## config.mk

```make
export PLATFORM = sky130hd
export DESIGN_NAME = act_skew_feeder
export DESIGN_NICKNAME = d
export VERILOG_FILES = /design/src/rtl/act_skew_feeder_pkg.sv /design/src/rtl/skew_delay_line.sv /design/src/rtl/act_skew_feeder.sv
export SDC_FILE = /design/constraint.sdc
export NUM_CORES = 1
export LEC_CHECK = 0
export ABC_AREA = 1
export BUFFER_PORTS_ARGS = -buffer_cell sky130_fd_sc_hd__buf_2
export CELL_PAD_IN_SITES_DETAIL_PLACEMENT = 1
export CELL_PAD_IN_SITES_GLOBAL_PLACEMENT = 1
export CORE_ASPECT_RATIO = 1.2
export CORE_MARGIN = 2
export CORE_UTILIZATION = 37
export CTS_CLUSTER_SIZE = 24
export DETAILED_ROUTE_END_ITERATION = 12
export HOLD_SLACK_MARGIN = 0.05
export PLACE_DENSITY_LB_ADDON = 0.1
export SLEW_MARGIN = 10
export SYNTH_ARGS = -nofsm -noshare
export SYNTH_HDL_FRONTEND = slang
export SYNTH_SLANG_ARGS = --single-unit
```

## constraint.sdc

```tcl
create_clock -name CLK -period 1.2 [get_ports CLK]
set_clock_uncertainty 0.15 [all_clocks]
set_input_delay 0.06 -clock CLK [delete_from_list [all_inputs] [get_ports CLK]]
set_output_delay 0.06 -clock CLK [all_outputs]
set_load 0.01 [all_outputs]
```

## src/rtl/act_skew_feeder_pkg.sv

```systemverilog
// Shared types and constants for the activation skew feeder and PE array.
// Holds the feeder FSM state type and the default array geometry.
package act_skew_feeder_pkg;

    typedef enum logic [1:0] {
        IDLE   = 2'd0,
        STREAM = 2'd1,
        DRAIN  = 2'd2
    } state_t;

    localparam int ACT_DW  = 8;
    localparam int PE_ROWS = 4;

endpackage

```

## src/rtl/skew_delay_line.sv

```systemverilog
// Fixed-depth data+valid delay chain; data is forced to zero when invalid.
// Ports: CLK, RSTN, CLR, IN_VALID/IN_DATA in, OUT_VALID/OUT_DATA after DEPTH cycles.
module skew_delay_line #(
    parameter int DEPTH = 1,
    parameter int DW    = 8
) (
    input  logic          CLK,
    input  logic          RSTN,
    input  logic          CLR,
    input  logic          IN_VALID,
    input  logic [DW-1:0] IN_DATA,
    output logic          OUT_VALID,
    output logic [DW-1:0] OUT_DATA
);

    logic          v_q [DEPTH];
    logic [DW-1:0] d_q [DEPTH];

    always_ff @(posedge CLK or negedge RSTN) begin
        if (!RSTN) begin
            for (int i = 0; i < DEPTH; i++) begin
                v_q[i] <= 1'b0;
                d_q[i] <= '0;
            end
        end else if (CLR) begin
            for (int i = 0; i < DEPTH; i++) begin
                v_q[i] <= 1'b0;
                d_q[i] <= '0;
            end
        end else begin
            v_q[0] <= IN_VALID;
            d_q[0] <= IN_VALID ? IN_DATA : '0;
            for (int i = 1; i < DEPTH; i++) begin
                v_q[i] <= v_q[i-1];
                d_q[i] <= d_q[i-1];
            end
        end
    end

    assign OUT_VALID = v_q[DEPTH-1];
    assign OUT_DATA  = d_q[DEPTH-1];

endmodule

```

## src/rtl/act_skew_feeder.sv

```systemverilog
// Feeds K_LEN activation vectors into PE column 0 with a 1+r cycle row skew.
// Ports: CLK, RSTN, CLR, START/K_LEN, IN_VALID/IN_READY/IN_DATA,
//        A_OUT/EN_OUT to the array, BUSY and DONE status.
module act_skew_feeder
    import act_skew_feeder_pkg::*;
#(
    parameter int ROWS = PE_ROWS,
    parameter int DW   = ACT_DW,
    parameter int KW   = 8
) (
    input  logic               CLK,
    input  logic               RSTN,
    input  logic               CLR,
    input  logic               START,
    input  logic [KW-1:0]      K_LEN,
    input  logic               IN_VALID,
    output logic               IN_READY,
    input  logic [ROWS*DW-1:0] IN_DATA,
    output logic [ROWS*DW-1:0] A_OUT,
    output logic [ROWS-1:0]    EN_OUT,
    output logic               BUSY,
    output logic               DONE
);

    state_t        state_q, state_d;
    logic [KW-1:0] cnt_q, cnt_d;
    logic          zdone_q, zdone_d;
    logic          accept;
    logic          last_in;
    logic          last_out;
    logic          done_last;

    assign IN_READY  = (state_q == STREAM);
    assign BUSY      = (state_q != IDLE);
    assign accept    = IN_VALID & IN_READY;
    assign last_in   = accept & (cnt_q == KW'(1));
    // LAST rides with the final row, so its arrival marks full delivery.
    assign done_last = (state_q == DRAIN) & EN_OUT[ROWS-1] & last_out;
    assign DONE      = zdone_q | done_last;

    always_ff @(posedge CLK or negedge RSTN) begin
        if (!RSTN) begin
            state_q <= IDLE;
            cnt_q   <= '0;
            zdone_q <= 1'b0;
        end else begin
            state_q <= state_d;
            cnt_q   <= cnt_d;
            zdone_q <= zdone_d;
        end
    end

    always_comb begin
        state_d = state_q;
        cnt_d   = cnt_q;
        zdone_d = 1'b0;
        if (CLR) begin
            state_d = IDLE;
            cnt_d   = '0;
        end else begin
            unique case (state_q)
                IDLE: begin
                    if (START) begin
                        if (K_LEN != '0) begin
                            state_d = STREAM;
                            cnt_d   = K_LEN;
                        end else begin
                            zdone_d = 1'b1;
                        end
                    end
                end
                STREAM: begin
                    if (accept) begin
                        cnt_d = cnt_q - KW'(1);
                        if (cnt_q == KW'(1)) begin
                            state_d = DRAIN;
                        end
                    end
                end
                DRAIN: begin
                    if (done_last) begin
                        state_d = IDLE;
                    end
                end
                default: begin
                    state_d = IDLE;
                end
            endcase
        end
    end

    for (genvar r = 0; r < ROWS; r++) begin : g_row
        logic [DW-1:0] d_in;
        assign d_in = IN_DATA[r*DW +: DW];

        if (r == ROWS - 1) begin : g_tag
            logic [DW:0] q;
            logic        v;
            skew_delay_line #(
                .DEPTH(r + 1),
                .DW   (DW + 1)
            ) u_dl (
                .CLK      (CLK),
                .RSTN     (RSTN),
                .CLR      (CLR),
                .IN_VALID (accept),
                .IN_DATA  ({last_in, d_in}),
                .OUT_VALID(v),
                .OUT_DATA (q)
            );
            assign EN_OUT[r]          = v;
            assign A_OUT[r*DW +: DW]  = q[DW-1:0];
            assign last_out           = q[DW];
        end else begin : g_plain
            logic [DW-1:0] q;
            logic          v;
            skew_delay_line #(
                .DEPTH(r + 1),
                .DW   (DW)
            ) u_dl (
                .CLK      (CLK),
                .RSTN     (RSTN),
                .CLR      (CLR),
                .IN_VALID (accept),
                .IN_DATA  (d_in),
                .OUT_VALID(v),
                .OUT_DATA (q)
            );
            assign EN_OUT[r]         = v;
            assign A_OUT[r*DW +: DW] = q;
        end
    end

endmodule

```

## Word-level counts from Yosys, hierarchy flattened

Cells that the tools add are included.

| storage, ports and cells | value |
|---|---|
| logic and storage cells | 71 |
| input bits | 45 |
| register bits after elaboration | 105 |

| operators by class | value |
|---|---|
| $add $sub $neg | 1 |
| mux-type cells | 28 |
| reductions and logical operators | 6 |
| eq/ne operators | 8 |
| bitwise operators | 5 |

Operators with widths:

| kind | number |
|---|---|
| $mux W8 | 8 |
| $mux W36 | 1 |
| $mux W24 | 1 |
| $mux W16 | 1 |
| $pmux W8 S2 | 1 |
| $mux W2 | 7 |
| $mux W9 | 1 |
| $ne A3 B3 Y1 const B | 3 |
| $eq A8 B1 Y1 const B | 1 |
| $reduce_bool A8 Y1 | 1 |
| $sub A8 B1 Y8 const B | 1 |
| $ne A3 B2 Y1 const B | 2 |
| $pmux W2 S3 | 1 |
| $mux W1 | 5 |
| $reduce_and A5 Y1 | 1 |
| $and A1 B1 Y1 | 4 |
| $mux W4 | 1 |
| $reduce_and A4 Y1 | 1 |
| $mux W3 | 1 |
| $reduce_bool A3 Y1 | 1 |
| $eq A2 B1 Y1 const B | 1 |
| $eq A2 B2 Y1 const B | 1 |
| $logic_not A2 Y1 | 1 |
| $reduce_bool A2 Y1 | 1 |
| $or A1 B1 Y1 | 1 |

## Logic depth before layout (Yosys ltp)

| depth | value |
|---|---|
| depth in word-level cells | 6 |
| gate-level depth with buffers | 9 |
| mapped depth without buffers | 9 |

## Modules after synthesis

A second synthesis with hierarchy kept.

| second synthesis, totals | value |
|---|---|
| cell total of the unflattened synthesis | 455 |
| area, all modules | 4259.1 um^2 |

Modules (own cells, without submodules):

| module | cells an instance | sequential area each (um^2) | area each (um^2) | times used |
|---|---|---|---|---|
| skew_delay_line at g_row[3].g_tag.u_dl | 134 | 1001.0 | 1418.9 | 1 |
| skew_delay_line at g_row[2].g_plain.u_dl | 93 | 675.6 | 979.7 | 1 |
| act_skew_feeder | 134 | 275.3 | 874.6 | 1 |
| skew_delay_line at g_row[1].g_plain.u_dl | 65 | 450.4 | 676.9 | 1 |
| skew_delay_line at g_row[0].g_plain.u_dl | 29 | 225.2 | 309.0 | 1 |

## Worst setup path before layout

No wires, ideal clock.

| timing path | value |
|---|---|
| path type | register to register |
| start | register cnt_q[0] |
| end | register cnt_q[4] |
| slack | -0.101 ns |
| data required time | 0.973 ns |
| stages on the path, launching flop included | 7 |
| period minus slack after synthesis | 1.301 ns |
| arrival time | 1.074 ns |
| cell sequence | dfrtp_1 inv_1 ha_1 nand3_1 nand2_1 o21a_1 o21ai_1 |

| on the way | value |
|---|---|
| longest elaborated chain between the ends | 4 |

Ends and longest elaborated chain:

| what | RTL line | RTL |
|---|---|---|
| start: declaration | act_skew_feeder.sv:26 | `logic [KW-1:0] cnt_q, cnt_d;` |
| start signal: assignment | act_skew_feeder.sv:48 | `cnt_q <= cnt_d;` |
| $sub A8 B1 Y8 | act_skew_feeder.sv:74 | `cnt_d = cnt_q - KW'(1);` |
| $mux W8 | act_skew_feeder.sv:73 | `if (accept) begin` |
| $pmux W8 S2 | act_skew_feeder.sv:61 | `unique case (state_q)` |
| $mux W8 | act_skew_feeder.sv:57 | `if (CLR) begin` |

Every way passes these cells. The select of a mux whose other input is x is not followed.
A chain may end at the register's enable or synchronous reset.

## Worst setup path in the final report

| timing path | value |
|---|---|
| start | register state_q[1] |
| end | register cnt_q[1] |

| on the way | value |
|---|---|
| longest elaborated chain between the ends | 4 |
| elaborated cells between the ends (all ways) | 10 |

Ends and longest elaborated chain:

| what | RTL line | RTL |
|---|---|---|
| start: declaration | act_skew_feeder.sv:25 | `state_t state_q, state_d;` |
| start signal: assignment | act_skew_feeder.sv:47 | `state_q <= state_d;` |
| $eq A2 B1 Y1 | act_skew_feeder.sv:33, act_skew_feeder.sv:61 |  |
| $and A1 B1 Y1 | act_skew_feeder.sv:35 | `assign accept = IN_VALID & IN_READY;` |
| $ne A3 B2 Y1 (no line) | -- |  |
| $reduce_and A4 Y1 (no line) | -- |  |

Parallel ways exist; a longest one is shown, timed or not.

==> metrics.sh <==
REG2REGPATHDEPTH=10
FIN_TNS_SETUP_PS=-10260
CTS_MADE_BUFFERS=9
MOST_FREQUENT_STANDARD_CELL_IN_THE_LAYOUT_EXCLUDING_FILL_AND_TAP_CELLS='inv_1'
SYNTHDOMINANTCELLAREASHARE_PCT=62.3
SYN_INST=431
NETLIST_AREA_UM2=3980
DETAIL_ROUTE.DRC_VIOLATIONS=0
COUNT_OF_ENDPOINTS_FAILING_SETUP_IN_THE_FINAL_REPORT=46
SLEW_HEADROOM_PCT=70.8
ROUTE.DETAILED.WL_PER_INST_UM=12.5
CTS.SINK_COUNT=99
SYNTH-SEQ-CELLS=99
WORST_SLEW_PIN_SLEW_PS=438
SYNTHTOLAYOUTAREAGROWTH_PCT=42.5
REG2REG_SETUP_SLACK_PS=-310
FINAL_LAYOUT_SIZE_SUFFIX_GT1_SHARE_PCT=35.1
SYN_AREA_PER_CELL_UM2=9.22
FMAX_MHz=662
DETAILROUTE.VIA_COUNT=3070
YOSYSTOPAREACELL='dfrtp_1'
POST_DETAILED_ROUTE_VIA_TO_CELL_RATIO=4.32
HOLD_VIOLATIONS=0
GRT_SETUP_UNREPAIRED='true'
POSTLAYOUTSETUPSLACKWORST_PS=-310
DIE-WIDTH_UM=98.6
CRIT_PATH_MAX_FANOUT=8
MAXCAPVIOLCOUNT=0
MULTI_INPUT_COMB_AREA_UM2=998
REGAREA_UM2=2480
FILLER_CELL_COUNT=1191
INSERTION_DELAY_PS=340
MOST-COMMON-LAYOUT-CELLS='inv_1 (101), dfrtp_1 (99), buf_2 (81)'
TOP_LEVEL_PORTS=84
DATA_ARRIVAL_AT_THE_ENDPOINT_OF_THE_CRITICAL_PATH_PS=1620
DIEAREA_UM2=11600
SEQ_AREA_FRAC_SYNTH_PCT=62.3
GRT_MAX_DEGREE=45
DETAIL_ROUTE.FIRST_PASS.ITERATIONS=4
FINAL_NETS=625
SYNTHESIZED_NET_COUNT=478
WORST_HOLD_PATH_TYPE='input port to asynchronous set/reset pin'
DR.FIRST_ITER.DRC_COUNT=83
CTS_HOLD_BUF=43
CP-END-KIND='flip-flop'
ANTENNA_FOUND_INITIAL=0
GRT_PASS1_VIAS=3345
TRITONCTS='built'
REPORT.FINAL.SLEW_VIOL_COUNT=0
ROUTABILITY_CONGESTION_ESTIMATE_FROM_GLOBAL_PLACEMENT=0.792
NETLIST-CELL-TYPE-COUNT=24
FINAL_MIN_PERIOD_OVER_CLOCK_PERIOD_PCT=126
DP_HPWL_MM=5.69
CTS-ROOT-TO-SINK-BUFFERS=2
WORST-SETUP-PATH-TYPE='flip-flop to flip-flop'
DRT.ANTENNA.VIOLATING_NETS=0
CRIT_REQUIRED_PS=1310
PRE_CTS_WS_PS=-221
SYNTHESIS.YOSYS.WARNINGS=0
EFFECTIVE_UTILIZATION_AT_FLOORPLAN_PCT=37.8
CTSROOTBUFFERMASTER='clkbuf_16'
CORE_REGION_AREA_UM2=10500
FIN_CRIT_PS=1510
NUM_ANTENNA_CELLS=0
POWER.STATIC_LEAKAGE_nW=3.06
CATEGORY_OF_THE_WORST_SETUP_PATH_LAUNCH_POINT='flip-flop'
OVERALL_POWER_CONSUMPTION_W=0.00984
WORST_VOLTAGE_DROP_ACROSS_THE_VDD_GRID_uV=776
POWER_DENSITY_nW_PER_UM2=1740
WIRE_LENGTH_OF_THE_FIRST_GLOBAL_ROUTING_PASS_MM=15.2
CELL_TYPES_OCCUPYING_THE_MOST_AREA_AFTER_SYNTHESIS='dfrtp_1 (62%), inv_1 (9.9%), nor2_1 (9.4%)'
DIE_H_UM=118
CTS_MAX_LEVEL=3
CTS.REPORTEDPATHS.CLKPINSLEW_PS=70
IO_BUFFERS=83
STATUS='finished, violations left'
ROWS=41
TOTAL_WIRE_LENGTH_MM=8.85
VIOLATIONS='negative setup slack'
GR-TOTAL-OVERFLOW=0
GROUTE.USAGE.OVERALL_PCT=16.4
==> flip-flops by register name, indices dropped and copies added, names as in the netlist, 2 cells and up <==
register / cells
g_row.g_plain.u_dl.OUT_DATA: 24
cnt_q: 8
g_row.g_tag.u_dl.OUT_DATA: 9
g_row.g_plain.u_dl.d_q: 24
g_row.g_plain.u_dl.OUT_VALID: 3
g_row.g_tag.u_dl.d_q: 27
state_q: 2
==> worst max-delay path, cell delays in order (launching register included) <==
cell and delay [ps]:
dfrtp_1 390, inv_2 100, nand2_4 80, nor2_4 110, buf_6 110, nand2_2 60
nand3_2 80, inv_2 60, nand2_4 120, nand2_1 80, o21ai_1 90
==> what timing repair did <==
action | CTS | global route
pin swaps | 10 | 6
setup endpoints to repair | 46 | 48
gates cloned | 2 | 0
resized for setup | 52 | 12
setup buffers | 5 | 4
hold endpoints to repair | 142 | 1
==> final cells by class <==
type	instances	share of cell area, %
Sequential cell	99	43.7
Timing Repair Buffer	173	23.5
Multi-Input combinational cell	185	17.6
Inverter	110	7.60
Clock buffer	10	4.04
Tap cell	129	2.85
Clock inverter	5	0.663
==> cells by family after synthesis <==
kind of cell / after synthesis / synth area share, %
simple gates: 164 / 17.2
buf+inv: 147 / 17.3
flops: 99 / 62.3
compound gates: 19 / 2.52
fa+ha+maj: 2 / 0.629
==> Yosys cell counts, drive strengths merged <==
cell	instances
a21oi	4
buf	37
clkinv	1
dfrtp	99
ha	2
inv	109
nand2	42
nand3	14
nand4	1
nor2	104
nor3	2
nor4	1
o21a	1
o21ai	13
o21bai	1
==> metal layers <==
metal	share of wire [%]	global-route usage, %	routed length, um	up-vias
li1	-	-	-	1493
met1	40	18.6	3520	1505
met2	55	29.1	4860	61
met3	3.8	4.57	338	11
met4	1.5	6.34	136	0
met5	0	0	0	-
==> power by group <==
group / switching [W] / total (W) / internal (W)
registers: 0.000178 / 0.00380 / 0.00363
logic: 0.00176 / 0.00341 / 0.00164
clock network: 0.00123 / 0.00263 / 0.00141
total: 0.00317 / 0.00984 / 0.00667
==> per-stage QoR <==
step           util, %  area, um^2  hold slack, ps  instances
6_report          53.8        5660            21.8        711
2_1_floorplan        -        4000            -386        431
5_1_grt           53.8        5660            34.2        711
3_3_place_gp      44.2        4640            -153        643
4_1_cts           53.1        5590           -5.34        708
3_5_place_dp      44.2        4640            -147        643
==> path summary, 6_finish.rpt <==
kind | start | end
max in group asynchronous | RSTN | cnt_q[7]
setup / recovery | state_q[1] | cnt_q[1]
hold / removal | RSTN | g_row[0].g_plain.u_dl.OUT_DATA[1]
min in group CLK | CLR | zdone_q
hold reg to reg | g_row[2].g_plain.u_dl.d_q[18] | g_row[2].g_plain.u_dl.d_q[10]
setup reg to reg | state_q[1] | cnt_q[1]
(Power assumes the default switching activity.)
